## config.mk

```make
export PLATFORM = sky130hd
export DESIGN_NAME = seq_shift_add_multiplier
export DESIGN_NICKNAME = d
export VERILOG_FILES = /design/src/rtl/seq_shift_add_multiplier.sv
export SDC_FILE = /design/constraint.sdc
export NUM_CORES = 1
export LEC_CHECK = 0
export CORE_ASPECT_RATIO = 0.8
export CORE_UTILIZATION = 49
export CTS_CLUSTER_DIAMETER = 120
export DETAILED_ROUTE_END_ITERATION = 10
export GPL_TIMING_DRIVEN = 0
export PLACE_DENSITY = 0.72
export SYNTH_ARGS = -nofsm -noshare
export SYNTH_HDL_FRONTEND = slang
export SYNTH_SLANG_ARGS = --single-unit
```

## constraint.sdc

```tcl
create_clock -name clk -period 4.9 [get_ports clk]
set_input_delay 0.98 -clock clk [delete_from_list [all_inputs] [get_ports clk]]
set_output_delay 0.98 -clock clk [all_outputs]
set_load 0.02 [all_outputs]
```

## src/rtl/seq_shift_add_multiplier.sv

```systemverilog
`default_nettype none
// ============================================================================
// Module   : seq_shift_add_multiplier
// Brief    : WIDTH x WIDTH sequential shift-and-add multiplier, signed or
//            unsigned per operation, with valid/ready handshakes on both sides.
// Revision : 1.0  initial release
// ============================================================================
module seq_shift_add_multiplier #(
    parameter int WIDTH = 8
) (
    input  logic                 clk,
    input  logic                 rst,
    input  logic                 in_valid,
    output logic                 in_ready,
    input  logic [WIDTH-1:0]     a,
    input  logic [WIDTH-1:0]     b,
    input  logic                 is_signed,
    output logic                 out_valid,
    input  logic                 out_ready,
    output logic [2*WIDTH-1:0]   product,
    output logic                 busy
);

    localparam int CW = $clog2(WIDTH + 1);
    localparam int PW = 2 * WIDTH;
    localparam logic [CW-1:0] C_LAST = CW'(WIDTH - 1);

    typedef enum logic [1:0] {
        S_IDLE = 2'd0,
        S_CALC = 2'd1,
        S_DONE = 2'd2
    } state_t;

    state_t          r_state;
    logic [WIDTH-1:0] r_mcand;
    logic [WIDTH-1:0] r_mplier;
    logic             r_neg;
    logic [PW-1:0]    r_acc;
    logic [CW-1:0]    r_cnt;

    logic [WIDTH-1:0] w_a_mag;
    logic [WIDTH-1:0] w_b_mag;
    logic [PW-1:0]    w_addend;
    logic [PW-1:0]    w_sum;

    // Negating the most negative value wraps to itself, which read as unsigned
    // is exactly its magnitude.
    assign w_a_mag  = (is_signed && a[WIDTH-1]) ? (-a) : a;
    assign w_b_mag  = (is_signed && b[WIDTH-1]) ? (-b) : b;
    assign w_addend = r_mplier[0] ? ({{WIDTH{1'b0}}, r_mcand} << r_cnt) : '0;
    assign w_sum    = r_acc + w_addend;

    always_ff @(posedge clk) begin
        if (rst) begin
            r_state   <= S_IDLE;
            in_ready  <= 1'b1;
            out_valid <= 1'b0;
            busy      <= 1'b0;
            product   <= '0;
            r_mcand   <= '0;
            r_mplier  <= '0;
            r_neg     <= 1'b0;
            r_acc     <= '0;
            r_cnt     <= '0;
        end else begin
            case (r_state)
                S_IDLE: begin
                    if (in_valid && in_ready) begin
                        r_mcand  <= w_a_mag;
                        r_mplier <= w_b_mag;
                        r_neg    <= is_signed & (a[WIDTH-1] ^ b[WIDTH-1]);
                        r_acc    <= '0;
                        r_cnt    <= '0;
                        in_ready <= 1'b0;
                        busy     <= 1'b1;
                        r_state  <= S_CALC;
                    end
                end
                S_CALC: begin
                    r_acc    <= w_sum;
                    r_mplier <= r_mplier >> 1;
                    r_cnt    <= r_cnt + CW'(1);
                    if (r_cnt == C_LAST) begin
                        // Negating zero yields zero, so no special case is needed.
                        product   <= r_neg ? (-w_sum) : w_sum;
                        out_valid <= 1'b1;
                        r_state   <= S_DONE;
                    end
                end
                S_DONE: begin
                    if (out_ready) begin
                        out_valid <= 1'b0;
                        in_ready  <= 1'b1;
                        busy      <= 1'b0;
                        r_state   <= S_IDLE;
                    end
                end
                default: begin
                    r_state <= S_IDLE;
                end
            endcase
        end
    end

endmodule
`default_nettype wire
```

* After elaboration in Yosys (flattened, before gate mapping)
Cells that the tools add are included. W data, S select, Z words.
Word-level totals: bits in registers 58, input port bits 21, output and inout bits 19, logic and storage cells 59
Cells by class: add/subtract/negate cells 5, equal/unequal tests 6, shift operators 1, muxes and demuxes 22, bitwise operators 2, reductions and logical operators 13
Operators by type and width (number):
- $mux W16 | 3
- $pmux W16 S2 | 1
- $mux W8 | 3
- $add A16 B16 Y16 | 1
- $neg A16 Y16 | 1
- $neg A8 Y8 | 2
- $pmux W8 S2 | 1
- $shl A8 B4 Y16 | 1
- $reduce_and A3 Y1 | 3
- $pmux W4 S2 | 1
- $mux W2 | 3
- $ne A2 B2 Y1 const B | 3
- $pmux W1 S2 | 3
- $pmux W2 S3 | 1
- $reduce_and A2 Y1 | 3
- $reduce_bool A2 Y1 | 3
- $mux W1 | 5
- $add A4 B1 Y4 const B | 1
- $eq A4 B3 Y1 const B | 1
- $mux W4 | 1
- $logic_and A1 B1 Y1 | 3
- $eq A2 B1 Y1 const B | 1
- $eq A2 B2 Y1 const B | 1
- $logic_not A2 Y1 | 1
- other kinds (2) | 2

* Logic depth before layout (Yosys ltp)
word-level depth 5, gate-level depth with buffers 18, gate-level depth less buffers 15

* Worst setup path after synthesis
Ideal clock, no wire load.
path type reg2reg, start point reg r_cnt[1], end point reg product[15], library setup time 0.079 ns, data arrival time 3.884 ns, required time 4.821 ns, path slack 0.936 ns, stages on the path, launching flop included 18, buffers on the path 2, clock period less this slack 3.964 ns, path through dfxtp_1 > clkbuf_1 > mux2_2 > nand2_1 > o21ai_0 > o21ai_0 > o22ai_1 > and2_1 > ha_1 > and3_1 > buf_2 > a221o_1 > or3_1 > o211ai_1 > nand4b_1 > o41ai_2 > xnor2_1 > a211oi_2
Between the ends: cells in the longest elaborated chain, start to end 5, elaborated cells between the ends (all ways) 7, classes of those cells 2 x add/sub; 1 x eq/ne; 1 x shift; 2 x mux; 1 x reduce/logical
RTL lines:
- from (decl) | line 39 | logic [CW-1:0] r_cnt;
- from (signal assigned) | line 82 | r_cnt <= r_cnt + CW'(1);
- $shl A8 B4 Y16 | line 50 | assign w_addend = r_mplier[0] ? ({{WIDTH{1'b0}}, r_mcand} << r_cnt) : '0;
- $mux W16 | line 50
- $add A16 B16 Y16 | line 51 | assign w_sum = r_acc + w_addend;
- $neg A16 Y16 | line 85 | product <= r_neg ? (-w_sum) : w_sum;
- $mux W16 | line 85
- to (signal assigned) | line 85
- to (decl) | line 20 | output logic [2*WIDTH-1:0] product,
Parallel ways exist; a longest one is shown, timed or not. A chain may end at the register's enable or synchronous reset.

* Final worst setup path
start point reg r_cnt[1], end point reg product[14]
The elaborated chain is that of the path after synthesis.

==> reports/qor.csv <==
metric;value;unit
syn_area_per_cell;7.760;µm²
Hold Vio Cnt, Final;0;
area occupied by registers;1161;µm²
syn nets;566;
worst r2r src;r_cnt[1];
number of distinct library cells after synthesis;62;
largest net degree at the start of global routing;11;
Clock Sinks;58;
Tot GR Track Use;0.2669;
H-Tree Depth;3;
Post-Synthesis Cells;525;
Syn. warnings;0;
TNS Setup;0;ns
pwr/cell area;246.8;nW/µm²
worst setup margin;0.3162;ns
DR pass1 iterations;5;
Core ar.;7983;µm²
final core utilization;0.6014;
Fmax achieved;0.2182;GHz
Inserted Diodes;0;
Synth Area in Compound Gates;0.2525;
CTS tree;built;
status;complete, no violations;
area of the multi-input gates;2733;µm²
crit path max fanout;8;
Buf/Inv on CP;2;
RSZ-0062 raised after global routing;no;
Critical Path Slowest Stage Cell;a221o_1;
Worst IR Drop VDD;0.2149;mV
simple logic cell fraction of the synthesized area;0.2429;
die height;83.56;µm
total grt overflow;0;
Starting Density;0.5103;
Worst Hold Class;reg -> reg;
startpoint types;register;
post-layout power;1.185;mW
CP endpoint kind;register;
clock transition at the registers of the reported paths;0.07;ns
Fillers;770;
PortBufs;37;
drt wl/cell;16.56;µm
mux contribution to synthesized area;0.03900;
initial antenna violation count;0;
Synth Area in XOR/XNOR;0.07310;
DR DRC count;0;
Top Ports;40;
RePlAce Congestion;0.9532;
via/cell ratio;5.965;
1st-iter DRT viols;320;
Slew headroom;0.4987;
Post-synth top flop;dfxtp_1;
Max Cap Violations;0;
die area;8685;µm²
Clock Path Buffers;2;
CTS Root Buffer Type;clkbuf_8;
Hold Buf Count CTS;0;
largest stage delay on the critical path;0.44;ns
FFs w/ async S/R, synth;0;
cell repeated most along the worst path;o21ai_0;
family with the most delay on the worst path;compound AO/OA/AOI/OAI gates;
first-pass GRT wire length;18640;µm
Final Critical Period;4.584;ns
vias in the first global route;3830;
Yosys reg bits;58;
final wirelength;11360;µm
Synth Area in Adders;0.06327;
Detail Placement HPWL;8459;µm
CTS buffer count;9;
Final nets;614;
EDFF count, synth;0;
slew at the pin with the worst max-slew slack;0.7402;ns
crit path launch;r_cnt[1];
clk_skew;0.008569;ns
# rows;29;
Die X;103.9;µm
crit-path cells;clkbuf_1 -> mux2_2 -> nand2_1 -> o21ai_0 -> o21ai_0 -> o22ai_1 -> and2_1 -> ha_1 -> and3_1 -> buf_2 -> a221o_1 -> or3_1 -> o211ai_1 -> nand4b_1 -> o21ai_0 -> xor2_1 -> a211oi_1;
critical setup path kind;reg -> reg;
area grow syn2layout;17.84;%
Worst Path Required;5.14;ns
P_leak;1.800;nW
HP Start;r_mplier[3];
share of cells above drive strength 1;0.06574;
Setup-failing EPs final;0;
pre-CTS setup slack;0.1584;ns
largest family of logic cells by synthesized area;compound AO/OA/AOI/OAI gates;
Critical Path AT;4.82;ns
Slew Limit Fails;0;
Mapped Area;4074;µm²
Final ANT Viol Nets;0;
post-cts resize count;0;
register area share after synthesis;0.2850;
detailed-route via count;4092;
# Post-CTS Setup Buffers;0;
clk_lat worst skew;0.34;ns
period utilisation layout;0.9355;
[layout make-up]
type                    instances  share of cell area
clock buffers                  11             0.02945
well taps                     108             0.02815
inverters                      12            0.009382
multi-input cells             420              0.5692
repair buffers                 37             0.07714
clock inverters                 5             0.01616
plain buffers                  35             0.02867
flip-flops and latches         58              0.2419
[flip-flops by register name, indices dropped and copies added, names as in the netlist]
| name | cells |
|---|---|
| r_mplier | 8 |
| r_acc | 16 |
| in_ready | 1 |
| r_mcand | 8 |
| r_state | 2 |
| product | 16 |
| busy | 1 |
| r_neg | 1 |
| out_valid | 1 |
| r_cnt | 4 |
[metrics by stage]
stage | cells | cell area, µm² | hold WS (ns)
2_1_floorplan | 525 | 4074 | 0.4317
3_5_place_dp | 670 | 4579 | 0.4494
5_1_grt | 686 | 4801 | 0.4708
4_1_cts | 686 | 4798 | 0.4588
6_report | 686 | 4801 | 0.4591
3_3_place_gp | 670 | 4579 | 0.4472
[power breakdown]
part	internal, mW	switching (mW)
Sequential	0.486	0.0143
Clock	0.299	0.204
Combinational	0.0696	0.112
Total	0.855	0.330
[cell usage after synthesis (5+ instances only)]
cell type | number | area (µm²)
nor2_1 | 59 | 221.5
dfxtp_1 | 58 | 1161
nand2_1 | 50 | 187.7
a21oi_1 | 45 | 225.2
clkbuf_1 | 32 | 120.1
nand3_1 | 24 | 120.1
a211oi_1 | 19 | 142.6
ha_1 | 19 | 237.7
xor2_1 | 19 | 166.4
o21ai_0 | 16 | 80.08
nor2b_1 | 15 | 93.84
xnor2_1 | 15 | 131.4
inv_1 | 12 | 45.04
a22oi_1 | 8 | 60.06
mux2i_1 | 8 | 80.08
a21o_1 | 7 | 52.55
nor3_1 | 7 | 35.03
or3_1 | 7 | 43.79
a31oi_1 | 6 | 37.54
and2_1 | 6 | 37.54
nor3b_1 | 6 | 45.04
mux2_2 | 5 | 56.30
nand4_1 | 5 | 31.28
[path summary, 6_finish.rpt]
check	to	depth (start not counted)	slack (ns)
worst max-delay path	product[14]	17	0.32
worst min-delay path	r_mplier[2]	2	0.46
worst max register to register	product[14]	17	0.32
worst min register to register	r_mplier[2]	2	0.46
[cell families (layout without fill, tap and decap cells)]
kind of cell               Yosys count  count (layout)
buffers and inverters               47             100
and+or+nand+nor                    202             202
AOI/OAI and AO/OA                  150             150
xor gates and xnor gates            34              34
DFF                                 58              58
adders and majority gates           20              20
muxes                               14              14
[routing by layer]
layer | GRT usage | up-vias | share of wire
met1 | 0.3761 | 1936 | 0.49
met4 | 0.06494 | 0 | 0.012
li1 | - | 1999 | -
met5 | 0 | - | 0
met2 | 0.4230 | 141 | 0.44
met3 | 0.04528 | 16 | 0.058
[worst reg2reg max path: stages (launching register included)]
cell and delay (ns):
dfxtp_1 0.35, clkbuf_1 0.38, mux2_2 0.40, nand2_1 0.06, o21ai_0 0.12, o21ai_0 0.18
o22ai_1 0.10, and2_1 0.19, ha_1 0.33, and3_1 0.20, buf_2 0.16, a221o_1 0.44
or3_1 0.34, o211ai_1 0.40, nand4b_1 0.21, o21ai_0 0.24, xor2_1 0.09, a211oi_1 0.30
[cells in the final DEF, fill, tap and decap left out, types with 15 or more instances in the layout]
master and n:
clkdlybuf4s50_1 37, xor2_1 19, ha_1 19, o21ai_0 16
a21oi_1 45, xnor2_1 15, a211oi_1 19, nand3_1 24
clkbuf_1 31, nor2b_1 15, nor2_1 59, nand2_1 50
dfxtp_1 58
Power figures use the tool's default switching activity.
